## src/rtl/jtkiwi_shram_pkg.sv

```systemverilog
// Shared types and constants for the Kiwi main/sub communication RAM arbiter.
package jtkiwi_shram_pkg;

    typedef enum logic [1:0] {
        ST_IDLE = 2'd0,
        ST_MAIN = 2'd1,
        ST_SUB  = 2'd2
    } state_t;

    localparam logic       OWN_MAIN = 1'b0;
    localparam logic       OWN_SUB  = 1'b1;
    localparam logic [4:0] CNT_MAX  = 5'd31;

    function automatic logic [4:0] sat_inc(input logic [4:0] v);
        logic [4:0] r;
        if (v == CNT_MAX) begin
            r = v;
        end else begin
            r = v + 5'd1;
        end
        return r;
    endfunction

endpackage

```

## src/rtl/jtkiwi_shram_port.sv

```systemverilog
// One requester's side of the shared RAM: ready flag, read-data register and wait.
module jtkiwi_shram_port #(
    parameter int DW = 8
) (
    input  logic          clk,
    input  logic          rst,
    input  logic          cs,
    input  logic          grant,
    input  logic [DW-1:0] ram_dout,
    output logic [DW-1:0] dout,
    output logic          stall
);

    logic rdy;

    // rdy rises one cycle into a grant so that RAM read latency is covered
    always_ff @(posedge clk or posedge rst) begin
        if (rst) begin
            rdy <= 1'b0;
        end else begin
            rdy <= grant & cs;
        end
    end

    // read data follows the RAM only while this port is ready
    always_ff @(posedge clk or posedge rst) begin
        if (rst) begin
            dout <= '0;
        end else if (rdy) begin
            dout <= ram_dout;
        end else begin
            dout <= dout;
        end
    end

    assign stall = cs & ~(grant & rdy);

endmodule

```

## src/rtl/jtkiwi_shram_arb.sv

```systemverilog
// Main/sub Z80 arbiter for the shared 8 kB RAM; grants are held until cs drops.
// Define JTKIWI_SHRAM_RR_EN for round-robin tie-break in IDLE (default: main wins).
module jtkiwi_shram_arb
    import jtkiwi_shram_pkg::*;
#(
    parameter int AW = 13,
    parameter int DW = 8
) (
    input  logic          clk,
    input  logic          rst,
    input  logic          main_cs,
    input  logic          main_rnw,
    input  logic [AW-1:0] main_addr,
    input  logic [DW-1:0] main_din,
    output logic [DW-1:0] main_dout,
    output logic          main_wait,
    input  logic          sub_cs,
    input  logic          sub_rnw,
    input  logic [AW-1:0] sub_addr,
    input  logic [DW-1:0] sub_din,
    output logic [DW-1:0] sub_dout,
    output logic          sub_wait,
    output logic [AW-1:0] ram_addr,
    output logic [DW-1:0] ram_din,
    output logic          ram_we,
    input  logic [DW-1:0] ram_dout,
    output logic [7:0]    st_dout
);

    state_t        state, state_nxt, tie_state;
    logic          last;
    logic [4:0]    cnt;
    logic          grant_main, grant_sub, contended;
    logic [AW-1:0] ram_addr_s;
    logic [DW-1:0] ram_din_s;
    logic          ram_we_s;

`ifdef JTKIWI_SHRAM_RR_EN
    assign tie_state = (last == OWN_MAIN) ? ST_SUB : ST_MAIN;
`else
    assign tie_state = ST_MAIN;
`endif

    assign grant_main = (state == ST_MAIN);
    assign grant_sub  = (state == ST_SUB);
    assign contended  = main_cs & sub_cs & (state != ST_IDLE);

    // state register
    always_ff @(posedge clk or posedge rst) begin
        if (rst) begin
            state <= ST_IDLE;
        end else begin
            state <= state_nxt;
        end
    end

    // next state: the owner keeps the RAM until its cs drops, then hands off directly
    always_comb begin
        state_nxt = state;
        case (state)
            ST_IDLE: begin
                if (main_cs && sub_cs) begin
                    state_nxt = tie_state;
                end else if (main_cs) begin
                    state_nxt = ST_MAIN;
                end else if (sub_cs) begin
                    state_nxt = ST_SUB;
                end else begin
                    state_nxt = ST_IDLE;
                end
            end
            ST_MAIN: begin
                if (main_cs) begin
                    state_nxt = ST_MAIN;
                end else if (sub_cs) begin
                    state_nxt = ST_SUB;
                end else begin
                    state_nxt = ST_IDLE;
                end
            end
            ST_SUB: begin
                if (sub_cs) begin
                    state_nxt = ST_SUB;
                end else if (main_cs) begin
                    state_nxt = ST_MAIN;
                end else begin
                    state_nxt = ST_IDLE;
                end
            end
            default: state_nxt = ST_IDLE;
        endcase
    end

    // RAM port selection for the owner of the coming cycle
    always_comb begin
        ram_addr_s = main_addr;
        ram_din_s  = main_din;
        ram_we_s   = 1'b0;
        case (state_nxt)
            ST_MAIN: begin
                ram_addr_s = main_addr;
                ram_din_s  = main_din;
                ram_we_s   = ~main_rnw;
            end
            ST_SUB: begin
                ram_addr_s = sub_addr;
                ram_din_s  = sub_din;
                ram_we_s   = ~sub_rnw;
            end
            default: begin
                ram_addr_s = main_addr;
                ram_din_s  = main_din;
                ram_we_s   = 1'b0;
            end
        endcase
    end

    // registered RAM port; reset clears the strobe immediately
    always_ff @(posedge clk or posedge rst) begin
        if (rst) begin
            ram_addr <= '0;
            ram_din  <= '0;
            ram_we   <= 1'b0;
        end else begin
            ram_addr <= ram_addr_s;
            ram_din  <= ram_din_s;
            ram_we   <= ram_we_s;
        end
    end

    // last grantee and saturating contention counter
    always_ff @(posedge clk or posedge rst) begin
        if (rst) begin
            last <= OWN_SUB;
            cnt  <= 5'd0;
        end else begin
            if (state_nxt == ST_MAIN) begin
                last <= OWN_MAIN;
            end else if (state_nxt == ST_SUB) begin
                last <= OWN_SUB;
            end else begin
                last <= last;
            end
            if (contended) begin
                cnt <= sat_inc(cnt);
            end else begin
                cnt <= cnt;
            end
        end
    end

    assign st_dout = {state, last, cnt};

    jtkiwi_shram_port #(.DW(DW)) u_main (
        .clk      (clk),
        .rst      (rst),
        .cs       (main_cs),
        .grant    (grant_main),
        .ram_dout (ram_dout),
        .dout     (main_dout),
        .stall    (main_wait)
    );

    jtkiwi_shram_port #(.DW(DW)) u_sub (
        .clk      (clk),
        .rst      (rst),
        .cs       (sub_cs),
        .grant    (grant_sub),
        .ram_dout (ram_dout),
        .dout     (sub_dout),
        .stall    (sub_wait)
    );

endmodule

```

## config.mk

```make
export PLATFORM = sky130hd
export DESIGN_NAME = jtkiwi_shram_arb
export DESIGN_NICKNAME = d
export VERILOG_FILES = /design/src/rtl/jtkiwi_shram_pkg.sv /design/src/rtl/jtkiwi_shram_port.sv /design/src/rtl/jtkiwi_shram_arb.sv
export SDC_FILE = /design/constraint.sdc
export NUM_CORES = 1
export LEC_CHECK = 0
export CAP_MARGIN = 20
export CELL_PAD_IN_SITES_DETAIL_PLACEMENT = 1
export CELL_PAD_IN_SITES_GLOBAL_PLACEMENT = 1
export CORE_MARGIN = 4
export CORE_UTILIZATION = 33
export CTS_BUF_LIST = sky130_fd_sc_hd__clkbuf_4 sky130_fd_sc_hd__clkbuf_8 sky130_fd_sc_hd__clkbuf_16
export DETAILED_ROUTE_END_ITERATION = 7
export GPL_ROUTABILITY_DRIVEN = 1
export GPL_TIMING_DRIVEN = 0
export MAX_ROUTING_LAYER = met4
export PLACE_DENSITY_LB_ADDON = 0.12
export SYNTH_ARGS = -nofsm -noshare
export SYNTH_HDL_FRONTEND = slang
export SYNTH_HIERARCHICAL = 1
export SYNTH_SLANG_ARGS = --single-unit
```

## constraint.sdc

```tcl
create_clock -name clk -period 3.35 [get_ports clk]
set_input_delay 1.005 -clock clk [delete_from_list [all_inputs] [get_ports clk]]
set_output_delay 1.005 -clock clk [all_outputs]
set_load 0.005 [all_outputs]
```

======== After elaboration in Yosys (flattened, before gate mapping) ========
Index checks and enable logic that the tools add are counted.
Widths: inputs -> output; s select.
operators by class
  $add $sub $neg .......................... 1
  multiply operators ...................... 0
  div/mod/pow operators ................... 0
  order comparisons ....................... 0
  equal/unequal tests ..................... 5
  shifts and indexed selects .............. 0
  mux-type cells .......................... 11
  bitwise operators ....................... 13
  reduce and logical (&&, ||, !) cells .... 5
operators with widths
  operator             count
  $mux 13              1
  $and 1x1->1          8
  $mux 2               4
  $mux 8               1
  $pmux 2 s3           1
  $add 5x1->5 const B  1
  $eq 5x5->1 const B   1
  $not 1->1            5
  $eq 2x1->1 const B   2
  $eq 2x2->1 const B   2
  $reduce_bool 2->1    2
  $mux 1               3
  $logic_not 2->1      1
  $pmux 1 s2           1
  $reduce_and 2->1     1
  $logic_and 1x1->1    1
word-level totals
  flip-flop bits (word level) ............. 48
  latch bits .............................. 0
  memory bits (writable) .................. 0
  memory bits (read-only) ................. 0
  bits of input ports ..................... 56
  output and inout port bits .............. 48
  logic and storage cells ................. 45
  memories kept ........................... 0

======== Logic depth before layout (Yosys ltp) ========
  word-level depth ........................ 7
  depth in mapped cells ................... 6
  depth with buffers taken out ............ 6

======== Hierarchy ========
Netlist, hierarchy kept.
modules (own cells, without submodules)
  module             times used  cells each  area each (sq um)  sequential area each (sq um)
  jtkiwi_shram_arb   1           84          1265.0             752.0
  jtkiwi_shram_port  2           21          374.1              225.2

======== Least setup slack after synthesis ========
OpenSTA, ideal clock, no wires.
  path kind ............................... input to output
  from .................................... input port main_cs
  to ...................................... output port main_wait
  arrival time ............................ 1.200 ns
  data required time ...................... 2.345 ns
  path slack .............................. 1.145 ns
  cell stages on the path ................. 1
  path buffers ............................ 0
  cells stage by stage .................... a21boi_0
on the way
  longest elaborated chain between the ends .. 1
ends and longest elaborated chain
  item             line                     text
  start, declared  jtkiwi_shram_arb.sv:11   input logic main_cs,
  $and 1x1->1      jtkiwi_shram_port.sv:36  assign stall = cs & ~(grant & rdy);
  end, declared    jtkiwi_shram_arb.sv:16   output logic main_wait,
No other way between the ends.

======== Worst setup path after layout ========
Same ends and word-level chain as after synthesis.

==> run metrics <==
status=finished, final reports clean; shortest period the worst path allows=3.28 ns; via count=~1400; starting density of the core=34.0%; CP max FO=5; NetSw=0.000413 W; # resized after CTS=0; simple-gate share of the synthesized area=6.22%; Startpoint Class=primary input; Ports=104; Achievable Freq=slightly above 300 MHz; Worst R2R Start=state[1]$_DFF_PP0_; skew final=0.00774 ns; XOR/XNOR share of the synthesized area=1.31%; IO Port Bufs=103; post-synthesis adder-cell area fraction=2.49%; n_diodes=0; H-tree depth=2; total power=0.00170 W; DR WL/cell=around 16 um; DR DRC count=0; fin cells=313; Worst-Margin Slew=between 0.6 and 0.7 ns; Post-synth top cells=dfrtp_1 (47), mux2_2 (21), mux2_4 (18); largest net degree at the start of global routing=18; CTS Buf Count=5; hold crit path type=reg2reg; initial antenna violation count=0; Yosys top cell by area=dfrtp_1; Worst Setup SP=main_cs; Peak VDD IR=approximately 0.00024 V; Layout Nets=297; sequential area share after synthesis=between 50 and 60%; Cell Int Power=0.00129 W; Cells after DPL=305; Setup Crit Path Kind=in2out; post-CTS setup buffer count=0; share of total power in sequential cells=44.9%; post-synthesis compound-gate area fraction=1.49%; Iter 0 DRT Violations=8; hold buffer count at cts=0; Clock transition at path regs=~0.08 ns; slowest CP cell=clkdlybuf4s50_1; chip height=86.1 um; element type at the critical path end=output port; Max Slew Vio Count=0; Worst EP arrival=2.28 ns; Rel. slew slack=57.4%; Final Wtd Congestion=approximately 0.8; Syn Nets=186; clock group share of total power=24.2%; Worst-Skew Late Latency=0.30 ns; TritonCTS clock tree=done; worst-path cell chain=clkdlybuf4s50_1 -> a21boi_1 -> clkdlybuf4s50_1; fin area=3280 um^2; GRT Overall Usage=approximately 15%; Most used DFF post-synth=dfrtp_1; Switching Share=approximately a quarter; CP peak stage delay=0.54 ns; post-synthesis cell type count=27; largest family of logic cells by synthesized area=multiplexers; pwr dens=just over 500 nW/um^2; synthesized area=2010 um^2; chip width=86.1 um; count leader, synth=dfrtp_1; first-pass iteration count of the detailed router=4; maximum root-to-sink buffer count=2; P&R area growth vs syn=63.0%; combinational share of power=30.9%; share of the synthesized area in the top cell type=58.4%; CORE AREA=5920 um^2; Ys Warns=6; Syn Inst Count=126; endpoints failing setup=0; post-synthesis mux area share=25.7%; clock sinks=48; Fill cells=589; dpl cell area=3170 um^2; EDFF count, synth=0; Synth area leaders=dfrtp_1 (58%), mux2_4 (13%), mux2_2 (12%); Root Buffer=clkbuf_8; most used cell, CP=clkdlybuf4s50_1; Leakage Power=1.41 nW; gr ovfl total=0; total die area=7410 um^2; Routed WL=5140 um; Mean Syn Cell Area=16.0 um^2; Post-DRT Antenna Nets=0; Site Rows=28; share of cells above drive strength 1=roughly 25%; Seq cells post-synth=48; hold_sp=cnt[3]$_DFFE_PP0P_; vias per cell=4.51; final hold viol count=0; unrepaired setup endpoints after global routing=no; Tcrit/Tclk final=98.0%; hpwl dp=between 4000 and 5000 um; CP required=roughly 2.3 ns; max_cap viols=0; asr flop ratio synth=100%; final setup TNS=0 ns; number of global-route vias before repair=1619; first-pass GRT wire length=roughly 8500 um; Util after Layout=55.4%
cell families after synthesis:
family                   Yosys count
XOR/XNOR                           3
multiplexers                      40
buffers and inverters             11
adder cells (fa/ha/maj)            4
AND/OR/NAND/NOR                   15
AO/OA/AOI/OAI                      5
flip-flops                        48
flip-flops by register name, indices dropped and copies added, names as in the netlist:
| name | cells |
|---|---|
| ram_addr | 13 |
| state | 2 |
| u_sub/rdy | 1 |
| ram_we | 1 |
| u_main/rdy | 1 |
| last | 1 |
| u_sub/dout | 8 |
| u_main/dout | 8 |
| cnt | 5 |
| ram_din | 8 |
final timing paths:
| kind | endpoint | slack (ns) | depth (start not counted) |
|---|---|---|---|
| max | main_wait | 0.07 | 3 |
| min | cnt[3]$_DFFE_PP0P_ | 0.50 | 1 |
| max reg2reg | ram_addr[10]$_DFF_PP0_ | 1.40 | 6 |
| min reg2reg | cnt[3]$_DFFE_PP0P_ | 0.50 | 1 |
| max in group asynchronous | last$_DFFE_PP1P_ | 1.60 | 3 |
| min in group asynchronous | u_main/dout[2]$_DFFE_PP0P_ | 1.07 | 2 |
metal layers:
layer / GRT usage [%] / wire length [um]
met1: 17.2 / 1980
met2: 27.4 / 2790
met3: 4.32 / 319
met4: 3.45 / 50
met5: - / 0
power groups by stage:
stage | combinational [W] | sequential [W] | clock (W)
after floorplan | 0.000195 | 0.000773 | 0
after global placement | 0.000515 | 0.000766 | 0
after detailed placement | 0.000533 | 0.000776 | 0
after CTS | 0.000536 | 0.000766 | 0.000429
after global routing | 0.000563 | 0.000786 | 0.000460
final | 0.000525 | 0.000763 | 0.000411
final cells by class:
type | instances | area, um^2 | area share [%]
buffer | 5 | 40.0 | 1.22
clock inverter | 3 | 42.5 | 1.30
inverter | 6 | 22.5 | 0.686
timing repair buffer | 104 | 1060 | 32.3
clock buffer | 5 | 68.8 | 2.10
tap | 75 | 93.8 | 2.86
multi-input combinational | 67 | 752 | 22.9
sequential | 48 | 1200 | 36.7
metrics by stage:
stage,hold slack (ns),worst slack [ns]
final,0.499,0.0655
after global routing,0.535,0.0147
after CTS,0.500,0.0162
after detailed placement,0.489,0.0112
after global placement,0.461,0.0379
after floorplan,0.448,1.15
layout by cell type (no fill, tap or decap), types with 2 or more instances in the layout:
cell             count
clkbuf_8             5
inv_1                6
xor2_1               3
buf_6                2
dfrtp_1             47
nand2b_1             2
buf_2                2
mux2_2              21
clkdlybuf4s50_1    103
and2_1               2
mux2_4              18
ha_1                 4
nand2_1              2
worst max-delay path: cells and delay by family:
family / cells / cell delay [ns]
compound gates: 1 / 0.19
buf+inv: 2 / 1.08
No activity file was read; power rests on OpenSTA's default activity.
